`config.mk`:
```
export PLATFORM = sky130hd
export DESIGN_NAME = log_sink
export DESIGN_NICKNAME = d
export VERILOG_FILES = /design/src/rtl/log_pkg.sv /design/src/rtl/log_sink_fifo.sv /design/src/rtl/log_sink.sv
export SDC_FILE = /design/constraint.sdc
export NUM_CORES = 1
export LEC_CHECK = 0
export ABC_AREA = 0
export CORE_UTILIZATION = 65
export CTS_BUF_LIST = sky130_fd_sc_hd__clkbuf_8
export CTS_CLUSTER_SIZE = 28
export DETAILED_ROUTE_END_ITERATION = 12
export PLACE_DENSITY = 0.86
export SYNTH_ARGS = -nofsm -noshare
export SYNTH_HDL_FRONTEND = slang
export SYNTH_SLANG_ARGS = --single-unit
```
`constraint.sdc`:
```
create_clock -name clk -period 6.6 [get_ports clk]
set_input_delay 0.66 -clock clk [delete_from_list [all_inputs] [get_ports clk]]
set_output_delay 0.66 -clock clk [all_outputs]
set_load 0.02 [all_outputs]
```
`src/rtl/log_pkg.sv`:
```
// rtl/log_pkg.sv - shared types and sizing for the log sink.
package log_pkg;

   localparam int FIFO_DEPTH = 8;
   localparam int SEQ_W      = 6;
   localparam int PTR_W      = 3;
   localparam int LVL_W      = 4;

   typedef enum logic [1:0] {
      LOG_INFO    = 2'd0,
      LOG_WARNING = 2'd1,
      LOG_ERROR   = 2'd2,
      LOG_UNKNOWN = 2'd3
   } log_type_e;

   typedef struct packed {
      log_type_e        typ;
      logic [SEQ_W-1:0] seq;
      logic [7:0]       data;
   } log_entry_t;

   typedef enum logic [1:0] {
      ST_IDLE = 2'd0,
      ST_HDR  = 2'd1,
      ST_DATA = 2'd2
   } out_state_e;

   function automatic logic [7:0] hdr_byte(input log_entry_t e);
      return {e.typ, e.seq};
   endfunction

endpackage

```
`src/rtl/log_sink_fifo.sv`:
```
// rtl/log_sink_fifo.sv - 8-deep entry FIFO with head and post-pop head lookahead.
module log_sink_fifo
   import log_pkg::*;
(
   input  logic             clk,
   input  logic             rst_n,
   input  logic             push_i,
   input  logic             pop_i,
   input  log_entry_t       wr_data_i,
   output logic             full_o,
   output logic             empty_o,
   output logic [LVL_W-1:0] level_o,
   output log_entry_t       head_o,
   output log_entry_t       next_head_o
);

   log_entry_t       mem_q [FIFO_DEPTH];
   logic [PTR_W-1:0] rd_ptr_q, wr_ptr_q, rd_nxt;
   logic [LVL_W-1:0] level_q;
   logic             wr_en, rd_en;

   assign full_o  = (level_q == LVL_W'(FIFO_DEPTH));
   assign empty_o = (level_q == '0);
   assign level_o = level_q;
   assign wr_en   = push_i && (!full_o || pop_i);
   assign rd_en   = pop_i && !empty_o;
   assign rd_nxt  = rd_ptr_q + 1'b1;
   assign head_o  = mem_q[rd_ptr_q];
   // Head after a pop; with one entry left it is whatever is pushed this cycle.
   assign next_head_o = (level_q > LVL_W'(1)) ? mem_q[rd_nxt] : wr_data_i;

   always_ff @(posedge clk) begin
      if (wr_en) mem_q[wr_ptr_q] <= wr_data_i;
   end

   always_ff @(posedge clk or negedge rst_n) begin
      if (!rst_n) begin
         rd_ptr_q <= '0;
         wr_ptr_q <= '0;
         level_q  <= '0;
      end else begin
         if (wr_en) wr_ptr_q <= wr_ptr_q + 1'b1;
         if (rd_en) rd_ptr_q <= rd_nxt;
         case ({wr_en, rd_en})
            2'b10:   level_q <= level_q + 1'b1;
            2'b01:   level_q <= level_q - 1'b1;
            default: level_q <= level_q;
         endcase
      end
   end

endmodule

```
`src/rtl/log_sink.sv`:
```
// rtl/log_sink.sv - log entry buffer serializing each entry as header byte then data byte.
module log_sink
   import log_pkg::*;
(
   input  logic        clk,
   input  logic        rst_n,
   input  logic        log_entry_valid,
   input  logic [1:0]  log_entry_type,
   input  logic [7:0]  log_entry_data,
   output logic        out_valid,
   output logic [7:0]  out_byte,
   input  logic        out_ready,
   input  logic        clear_stats,
   output logic [3:0]  fifo_level,
   output logic [7:0]  drop_count,
   output logic [15:0] err_count
);

   out_state_e       state_q;
   logic             out_valid_q;
   logic [7:0]       out_byte_q;
   logic [SEQ_W-1:0] seq_q;
   logic [7:0]       drop_q, drop_d;
   logic [15:0]      err_q, err_d;

   logic             full, empty, pop, accept;
   logic [LVL_W-1:0] level;
   log_entry_t       wr_entry, head, next_head;

   assign pop      = (state_q == ST_DATA) && out_ready;
   assign accept   = log_entry_valid && (!full || pop);
   assign wr_entry = '{typ: log_type_e'(log_entry_type), seq: seq_q, data: log_entry_data};

   log_sink_fifo u_fifo (
      .clk         (clk),
      .rst_n       (rst_n),
      .push_i      (accept),
      .pop_i       (pop),
      .wr_data_i   (wr_entry),
      .full_o      (full),
      .empty_o     (empty),
      .level_o     (level),
      .head_o      (head),
      .next_head_o (next_head)
   );

   always_comb begin
      drop_d = drop_q;
      err_d  = err_q;
      if (clear_stats) begin
         drop_d = '0;
         err_d  = '0;
      end else begin
         if (log_entry_valid && !accept && drop_q != 8'hFF) drop_d = drop_q + 1'b1;
         if (accept && log_entry_type == LOG_ERROR && err_q != 16'hFFFF) err_d = err_q + 1'b1;
      end
   end

   always_ff @(posedge clk or negedge rst_n) begin
      if (!rst_n) begin
         seq_q  <= '0;
         drop_q <= '0;
         err_q  <= '0;
      end else begin
         if (log_entry_valid) seq_q <= seq_q + 1'b1;
         drop_q <= drop_d;
         err_q  <= err_d;
      end
   end

   always_ff @(posedge clk or negedge rst_n) begin
      if (!rst_n) begin
         state_q     <= ST_IDLE;
         out_valid_q <= 1'b0;
         out_byte_q  <= '0;
      end else begin
         case (state_q)
            ST_IDLE: if (!empty) begin
               state_q     <= ST_HDR;
               out_valid_q <= 1'b1;
               out_byte_q  <= hdr_byte(head);
            end
            ST_HDR: if (out_ready) begin
               state_q    <= ST_DATA;
               out_byte_q <= head.data;
            end
            ST_DATA: if (out_ready) begin
               // Chain straight into the next header so streaming has no bubble.
               if (level > LVL_W'(1) || accept) begin
                  state_q    <= ST_HDR;
                  out_byte_q <= hdr_byte(next_head);
               end else begin
                  state_q     <= ST_IDLE;
                  out_valid_q <= 1'b0;
               end
            end
            default: begin
               state_q     <= ST_IDLE;
               out_valid_q <= 1'b0;
            end
         endcase
      end
   end

   assign out_valid  = out_valid_q;
   assign out_byte   = out_byte_q;
   assign fifo_level = level;
   assign drop_count = drop_q;
   assign err_count  = err_q;

endmodule

```
==> results by group, run 1 <==
Routing
  – WL per Instance: around 22 um
  – DRT Pass-1 Iters: 5
  – Routed Antenna Nets: 0
  – Average vias per placed instance: around 6.5
  – Initial DRC Count: 500
  – DRC: 0
  – Vias: around 5000
  – Post-Route WL: 17.24 mm

Power and ir drop
  – Sw Ratio: between 30% and 40%
  – Clock group share of total power: approximately a fifth
  – Maximum vdd drop: between 0.0002 and 0.00025 V
  – Cell internal pwr: 2.610 mW
  – Final Power: 4.079 mW
  – Comb pwr share: slightly below 40%
  – Sequential Power Share: 41.9%
  – LEAKAGE: around 3.3 nW
  – Switching power: between 1 and 1.5 mW
  – Power Density: 439.1 nW/um^2

Worst setup path
  – CP Class: reg -> reg
  – Worst r2r src: u_fifo.rd_ptr_q[0]
  – Setup crit start kind: flop
  – Worst reg-to-reg setup slack: between 3 and 4 ns
  – Worst path arrival time: approximately 3.8 ns
  – Critical path data required time: slightly below 7 ns
  – Worst Path Max Fanout: 40
  – Reg2reg path depth: 7
  – CP Capture Type: flop
  – R2R Path End: out_byte[4]

Hold path
  – Worst min path class: in -> async

GRT
  – Largest net degree at the start of global routing: 52
  – Total gr overflow: 0
  – Antenna violations before repair: 0
  – Vias in the first global route: just over 5000
  – GRT Overall Usage: about 28%
  – First-pass GRT wire length: approximately 27 mm

Die
  – Die Span Y: 114.0 um
  – Die X: 114.0 um
  – Core area: between 10000 and 15000 sq um
  – Initial core utilization: 67.26%
  – Die area: about 13000 sq um
  – Ports: 52
  – FP Rows: 40

CTS
  – Clock transition at path regs: 0.10 ns
  – Htree depth: 4
  – Clock Sinks: approximately 180
  – Post-CTS sizing: 0
  – Worst skew pair latency: ~0.47 ns
  – Inserted Clock Buffers: 17
  – Root Buffer: clkbuf_8
  – Hold Buf Count CTS: 0
  – Clk buf depth: 2
  – CTS tree: done
  – Setup Buffers After CTS: 0

Final layout
  – Layout cells sized above 1: 18.14%
  – Leading cell type in the layout, fill and taps excluded: edfxtp_1
  – Area Growth Syn to Fin: 14.02%
  – # diodes: 0
  – Post-route insts no fill: a little under 800
  – Fillcell total: between 700 and 800
  – Post-layout util: between 70% and 80%
  – Final Net Count: ~630
  – Most frequent cells in the layout: edfxtp_1, dfrtp_1, clkdlybuf4s50_1

Timing
  – F_max: slightly below 0.3 GHz
  – Final Max Slew Viols: 0
  – Worst slew pin tran: 1.229 ns
  – Period utilization: approximately half
  – Clock Skew: around 0.0096 ns
  – Clock period minus worst slack: about 3.4 ns
  – Setup violations, final: 0
  – Sum Neg Setup Slack: 0 ns
  – Slew headroom: approximately 18%
  – Hold Vio Cnt, Final: 0
  – RSZ-0062 raised after global routing: false
  – Worst hold slack: around 0.32 ns

Placed design
  – PortBufs: 51
  – Placed cells: about 750
  – Post-detail-place hpwl: 10.81 mm
  – Final Wtd Congestion: 0.8595

Synthesis
  – Post-Syn Nets: approximately 570
  – Cell Area, Synth: roughly 8100 sq um
  – Main flop type after synthesis: edfxtp_1
  – Register area share after synthesis: 62.85%
  – Mapped Cells: 542
  – Fraction of registers with async set/reset: between 20% and 30%
  – Post-synth EDFFs: 128
  – Unique cell type count in the Yosys netlist: between 40 and 50
  – Synthesis-stage register bit count: roughly 180
  – Synthesized area per cell: between 15 and 20 sq um
  – Yosys warnings: 0

Run
  – Maxcap violations: 0

Run status
  – Status: finished, final reports clean
## cell usage after synthesis (2+ instances only)
library cell,n,area (sq um)
a211oi_1,5,37.54
a21oi_1,10,50.05
a22o_1,4,35.03
a22oi_1,6,45.04
a31oi_1,5,31.28
and2_1,2,12.51
and3_1,4,25.02
and4_1,3,26.28
buf_1,3,11.26
buf_2,13,65.06
clkbuf_1,9,33.78
dfrtp_1,51,1276
edfxtp_1,128,3844
ha_1,15,187.7
inv_1,10,37.54
mux2_2,10,112.6
mux2i_1,15,150.1
mux4_2,41,923.4
nand2_1,32,120.1
nand2b_1,5,31.28
nand3_1,17,85.08
nand4_1,8,50.05
nand4b_1,2,17.52
nor2_1,38,142.6
nor2b_1,6,37.54
nor3_1,8,40.04
nor4_1,5,31.28
o2111ai_1,3,26.28
o211ai_1,8,60.06
o21ai_0,9,45.04
o22ai_1,9,56.30
o31ai_1,6,45.04
or2_2,5,31.28
xnor2_1,17,148.9
xor2_1,17,148.9
## metrics by stage
stage	setup slack, ns	area, sq um
floorplan	3.037	8147
global placement	3.281	8875
detailed placement	3.209	8875
CTS	3.171	9289
global route	2.982	9289
finish	3.188	9289
## flip-flops by register name (all words and copies together), names as in the netlist
signal           count
u_fifo.wr_ptr_q      3
out_valid            1
u_fifo.mem_q       128
u_fifo.rd_ptr_q      3
out_byte             8
state_q              2
drop_count           8
u_fifo.level_o       4
err_count           16
seq_q                6
## cell type report
cell class              instances  area, sq um  share of cell area [%]
clock buffers                  17        234.0                   2.519
clock inverters                15        180.2                   1.940
multi-input cells             326         2899                   31.21
flip-flops and latches        179         5121                   55.13
inverters                      11        41.29                  0.4445
well taps                     168        210.2                   2.263
repair buffers                 64        603.1                   6.492
## routing by layer
metal	vias to the layer above	global-route usage (%)	routed length, um
li1	2226	-	-
met1	2557	36.19	6793
met2	219	45.37	8569
met3	47	6.908	1322
met4	0	15.15	555
met5	-	0	0
## cell families after synthesis
logic type,Yosys count,synth area share [%]
AOI/OAI and AO/OA,71,6.159
xor gates and xnor gates,34,3.655
adders and majority gates,15,2.304
buffers and inverters,37,1.951
DFF,179,62.85
muxes,66,14.56
and+or+nand+nor,140,8.524
## worst max path at each step
| stage | from | end | slack, ns |
|---|---|---|---|
| global route | u_fifo.rd_ptr_q[0] | out_byte[4] | 2.98 |
| CTS | u_fifo.rd_ptr_q[0] | out_byte[4] | 3.17 |
| floorplan | u_fifo.level_o[0] | u_fifo.mem_q[0][0] | 3.04 |
| global placement | u_fifo.rd_ptr_q[0] | out_byte[4] | 3.28 |
| finish | u_fifo.rd_ptr_q[0] | out_byte[4] | 3.19 |
| detailed placement | u_fifo.rd_ptr_q[0] | out_byte[4] | 3.21 |
## worst max-delay path, stage by stage, from the launching register on
cell and delay (ns):
dfrtp_2 1.06, ha_1 0.61, buf_4 0.37, mux4_2 0.52
nor2b_1 0.14, a211oi_1 0.25, o211ai_1 0.14, a22o_1 0.20
## power by group through the flow
stage,combinational (mW),sequential [mW],clock [mW]
after detailed placement,1.57,1.72,0
after global routing,1.70,1.73,0.828
after floorplan,1.15,1.67,0
final,1.59,1.71,0.779
after global placement,1.52,1.70,0
after CTS,1.58,1.70,0.788
Power figures use the tool's default switching activity.
==> run 2: changes to the inputs <==
- CORE_UTILIZATION: 65 -> 61
- PLACE_DENSITY: 0.86 -> 0.82
- clock period: 6.6 -> 3.5 ns (I/O delays scaled with it)
==> results by group, run 2 (synthesis results as in run 1) <==
Timing
  – Worst hold slack: between 0.06 and 0.07 ns
  – Sum Neg Setup Slack: 0 ns
  – Clock Skew: 0.008720 ns
  – F_max: ~0.34 GHz
  – Setup slack after layout: 0.5226 ns
  – Period utilization: ~85%
  – Clock period minus worst slack: 2.977 ns
  – Final Max Slew Viols: 0
  – Hold Vio Cnt, Final: 0
  – Slew headroom: a little under a third
  – Worst slew pin tran: ~1.0 ns
  – Setup violations, final: 0
  – RSZ-0062 raised after global routing: false

Power and ir drop
  – LEAKAGE: approximately 3.3 nW
  – Maximum vdd drop: around 0.00051 V
  – Sw Ratio: 36.39%
  – Final Power: around 7.7 mW
  – Switching power: roughly 2.8 mW
  – Sequential Power Share: a little over two fifths
  – Power Density: between 800 and 900 nW/um^2
  – Comb pwr share: between 40% and 50%
  – Cell internal pwr: a little under 5 mW
  – Clock group share of total power: around 18%

Routing
  – Average vias per placed instance: ~6.3
  – Routed Antenna Nets: 0
  – Initial DRC Count: approximately 590
  – DRC: 0
  – WL per Instance: about 22 um
  – Vias: roughly 5000
  – DRT Pass-1 Iters: 5
  – Post-Route WL: approximately 17 mm

Worst setup path
  – Worst Path Max Fanout: 12
  – Setup crit start kind: flop
  – Critical path data required time: around 3.7 ns
  – CP Class: reg -> reg
  – Worst path arrival time: 3.14 ns
  – Reg2reg path depth: 7
  – CP Capture Type: flop

Placed design
  – Post-detail-place hpwl: between 10 and 15 mm
  – Final Wtd Congestion: a little under 0.9
  – Post-DP Area: a little under 9000 sq um
  – PortBufs: between 50 and 60
  – Placed cells: ~760
  – Worst slack, placed: between 0.4 and 0.5 ns

CTS
  – Clk buf depth: 2
  – Htree depth: 4
  – Worst skew pair latency: 0.46 ns
  – Post-CTS sizing: 0
  – CTS tree: done
  – Setup Buffers After CTS: 0
  – Root Buffer: clkbuf_8
  – Clock transition at path regs: roughly 0.090 ns
  – Inserted Clock Buffers: 17
  – Clock Sinks: roughly 180
  – Hold Buf Count CTS: 0

GRT
  – Largest net degree at the start of global routing: 46
  – Vias in the first global route: 4870
  – First-pass GRT wire length: roughly 27 mm
  – GRT Overall Usage: between 20% and 30%
  – Antenna violations before repair: 0
  – Total gr overflow: 0

Hold path
  – Worst min path class: in -> async

Final layout
  – Leading cell type in the layout, fill and taps excluded: edfxtp_1
  – Post-route insts no fill: roughly 790
  – Layout cells sized above 1: between 15 and 20%
  – Area Growth Syn to Fin: 14.19%
  – Design area: 9303 sq um
  – Final Net Count: 632
  – Most frequent cells in the layout: edfxtp_1, dfrtp_1, clkdlybuf4s50_1
  – Top reg by flops: u_fifo.mem_q
  – Max reg flops: 128
  – Post-layout util: between 70% and 80%
  – # diodes: 0

Die
  – Die X: about 120 um
  – Ports: 52
  – Die Span Y: about 120 um
  – FP Rows: just over 40
  – Core area: between 10000 and 15000 sq um
  – Initial core utilization: approximately 64%
  – Die area: 13820 sq um

Run
  – Maxcap violations: 0

Run status
  – Status: finished, final reports clean
run 2: cell types whose count changed in the layout (fill, tap and decap cells not counted), moves of 2 or more:
cell / delta
buf_4: +3
inv_6: -3
clkinvlp_4: +2
inv_8: +2
run 2: worst max-delay path, stage by stage, from the launching register on:
cell      delay (ns)
dfrtp_1         0.44
inv_1           0.11
ha_1            0.32
nand2_1         0.20
a21oi_1         0.41
clkinv_1        0.40
nor3_2          0.49
buf_4           0.30
run 2: path summary, 6_finish.rpt:
check | from | to | slack (ns)
setup / recovery | state_q[0] | u_fifo.mem_q[4][2] | 0.52
hold / removal | rst_n | u_fifo.rd_ptr_q[2] | 0.06
setup reg to reg | state_q[0] | u_fifo.mem_q[4][2] | 0.52
hold reg to reg | out_byte[3] | out_byte[3] | 0.49
max in group asynchronous | rst_n | u_fifo.rd_ptr_q[0] | 2.73
min in group clk | out_byte[3] | out_byte[3] | 0.49
run 2: power by group through the flow:
stage               combinational [mW]  clock, mW  sequential, mW
CTS                               3.09       1.40            3.18
floorplan                         2.17          0            3.15
finish                            3.10       1.38            3.19
global route                      3.34       1.48            3.22
detailed placement                3.06          0            3.22
global placement                  2.98          0            3.18
run 2: final cells by class:
type	count	area, sq um
clock buffers	17	234.0
clock inverters	14	157.7
fillers	810	3522
inverters	11	41.29
multi-input cells	326	2908
flip-flops and latches	179	5121
well taps	172	215.2
repair buffers	67	625.6
run 2: routing by layer:
metal	vias up	wire (um)	track usage, %
met4	0	351	8.654
met5	-	0	0
met2	236	8260	40.75
met1	2467	6757	34.28
met3	35	1530	8.430
li1	2215	-	-
==> run 3: changes to the inputs <==
- CORE_UTILIZATION: 61 -> 55
- PLACE_DENSITY: 0.82 -> 0.75
- SLEW_MARGIN: default -> 10
==> results by group, run 3 (synthesis results as in run 1) <==
Run status
  – Status: finished, final reports clean

Die
  – Initial core utilization: a little under three fifths
  – Die area: 15300 sq um
  – Core area: 14480 sq um
  – Ports: 52
  – Die X: approximately 120 um
  – FP Rows: 44
  – Die Span Y: about 120 um

Final layout
  – Leading cell type in the layout, fill and taps excluded: edfxtp_1
  – Fillcell total: 1057
  – Area Growth Syn to Fin: 14.59%
  – # diodes: 0
  – Max reg flops: ~130
  – Top reg by flops: u_fifo.mem_q
  – Layout cells sized above 1: a little under a fifth
  – Most frequent cells in the layout: edfxtp_1, dfrtp_1, clkdlybuf4s50_1
  – Final Net Count: 635
  – Post-layout util: about 64%

Timing
  – Hold Vio Cnt, Final: 0
  – Worst slew pin tran: approximately 0.72 ns
  – Clock period minus worst slack: 2.733 ns
  – Slew headroom: a little over half
  – RSZ-0062 raised after global routing: false
  – Clock Skew: around 0.012 ns
  – F_max: about 0.37 GHz
  – Final Max Slew Viols: 0
  – Sum Neg Setup Slack: 0 ns
  – Period utilization: roughly four fifths
  – Setup violations, final: 0

Routing
  – Initial DRC Count: between 300 and 400
  – WL per Instance: roughly 21 um
  – Post-Route WL: around 17 mm
  – Vias: 4971
  – DRC: 0
  – Routed Antenna Nets: 0
  – DRT Pass-1 Iters: 4
  – Average vias per placed instance: around 6.2

Power and ir drop
  – Clock group share of total power: 17.7%
  – LEAKAGE: roughly 3.3 nW
  – Sequential Power Share: between 40% and 50%
  – Final Power: about 7.6 mW
  – Comb pwr share: between 40% and 50%
  – Power Density: around 800 nW/um^2
  – Switching power: between 2 and 3 mW
  – Cell internal pwr: between 4 and 5 mW
  – Maximum vdd drop: approximately 0.00052 V
  – Sw Ratio: about 37%

Placed design
  – Post-detail-place hpwl: around 11 mm
  – Final Wtd Congestion: ~0.88
  – PortBufs: around 50

Worst setup path
  – R2R Path End: u_fifo.level_o[3]
  – Reg2reg path depth: 9
  – Max incr delay on CP: approximately 0.43 ns
  – Worst reg-to-reg setup slack: 0.77 ns
  – Critical path buffers and inverters: 2
  – CP Class: reg -> reg
  – CP Capture Type: flop
  – Worst path arrival time: 3.12 ns
  – Setup crit start kind: flop
  – Slowest CP cell: dfrtp_1
  – Worst Path Max Fanout: 10
  – Worst r2r src: state_q[0]
  – CP top delay family: adder cells
  – Crit path cell chain: inv_1 -> ha_1 -> nand2_1 -> a21oi_1 -> clkinv_1 -> ha_1 -> nand4b_1 -> a21oi_1 -> xor2_1
  – Critical path data required time: a little under 4 ns

CTS
  – CTS tree: done
  – Inserted Clock Buffers: 17
  – Setup Buffers After CTS: 0
  – Clk buf depth: 2
  – Clock transition at path regs: 0.10 ns
  – Clock Sinks: 179
  – Root Buffer: clkbuf_8
  – Worst skew pair latency: about 0.46 ns
  – Htree depth: 4

Run
  – Maxcap violations: 0

GRT
  – GRT Overall Usage: about a quarter
  – Largest net degree at the start of global routing: 40
  – Vias in the first global route: approximately 4800
  – Total gr overflow: 0
  – Antenna violations before repair: 0
  – First-pass GRT wire length: between 20 and 30 mm

Hold path
  – Worst min path class: in -> async
## run 3: cell count changes in the layout (fill, tap and decap cells not counted)
| cell | delta |
|---|---|
| clkinv_8 | +1 |
| clkinvlp_4 | -2 |
| inv_6 | +3 |
| inv_8 | -2 |
| bufinv_16 | -1 |
| buf_4 | +2 |
| clkinv_1 | +1 |
| inv_1 | -1 |
| dlygate4sd3_1 | +1 |
| clkinv_4 | +2 |
## run 3: final cells by class
| type | instances | area, sq um | area share, % |
|---|---|---|---|
| Clock buffer | 17 | 234.0 | 2.506 |
| Inverter | 11 | 41.29 | 0.4423 |
| Clock inverter | 15 | 150.1 | 1.608 |
| Tap cell | 184 | 230.2 | 2.466 |
| Timing Repair Buffer | 70 | 650.6 | 6.970 |
| Multi-Input combinational cell | 326 | 2908 | 31.15 |
| Sequential cell | 179 | 5121 | 54.86 |
## run 3: how the worst max path moves through the flow
| stage | from | to | slack (ns) | cells after the start |
|---|---|---|---|---|
| floorplan | u_fifo.level_o[0] | u_fifo.mem_q[4][0] | 0.34 | 6 |
| CTS | state_q[0] | u_fifo.level_o[3] | 0.78 | 9 |
| global route | state_q[0] | u_fifo.level_o[3] | 0.50 | 9 |
| detailed placement | log_entry_valid | u_fifo.level_o[3] | 0.71 | 8 |
| finish | state_q[0] | u_fifo.level_o[3] | 0.77 | 9 |
| global placement | log_entry_valid | u_fifo.level_o[3] | 0.80 | 8 |
## run 3: metal layers
layer  global-route usage [%]  wire, um  share of wire [%]
met4                    11.30       520                3.1
met5                        0         0                  0
met3                    5.449      1257                7.5
met1                    29.49      6601                 39
met2                    39.31      8336                 50
## run 3: per-stage QoR
stage | hold slack (ns) | setup slack (ns) | std cells | cell area, sq um
floorplan | 0.05441 | 0.3357 | 542 | 8153
global placement | 0.3767 | 0.8004 | 769 | 8941
detailed placement | 0.3871 | 0.7064 | 769 | 8941
CTS | 0.4358 | 0.7847 | 802 | 9335
global route | 0.4653 | 0.5012 | 802 | 9335
finish | 0.4253 | 0.7666 | 802 | 9335
## run 3: power groups by stage
| stage | combinational [mW] | sequential (mW) | clock [mW] |
|---|---|---|---|
| floorplan | 2.17 | 3.15 | 0 |
| finish | 3.07 | 3.19 | 1.34 |
| global route | 3.32 | 3.23 | 1.45 |
| global placement | 2.99 | 3.20 | 0 |
| CTS | 3.07 | 3.18 | 1.37 |
| detailed placement | 3.05 | 3.23 | 0 |
## run 3: repair_timing
item,4_1_cts,5_1_grt
gates resized for setup,0,0
endpoints found under the hold margin,23,0
hold buffers,1,0
## run 3: worst reg2reg max path, delay by kind of cell (launching register included)
family	cells	cell delay, ns
adders and majority gates	2	0.75
AOI/OAI and AO/OA	2	0.49
buffers and inverters	2	0.44
DFF	1	0.43
and+or+nand+nor	2	0.41
xor gates and xnor gates	1	0.16
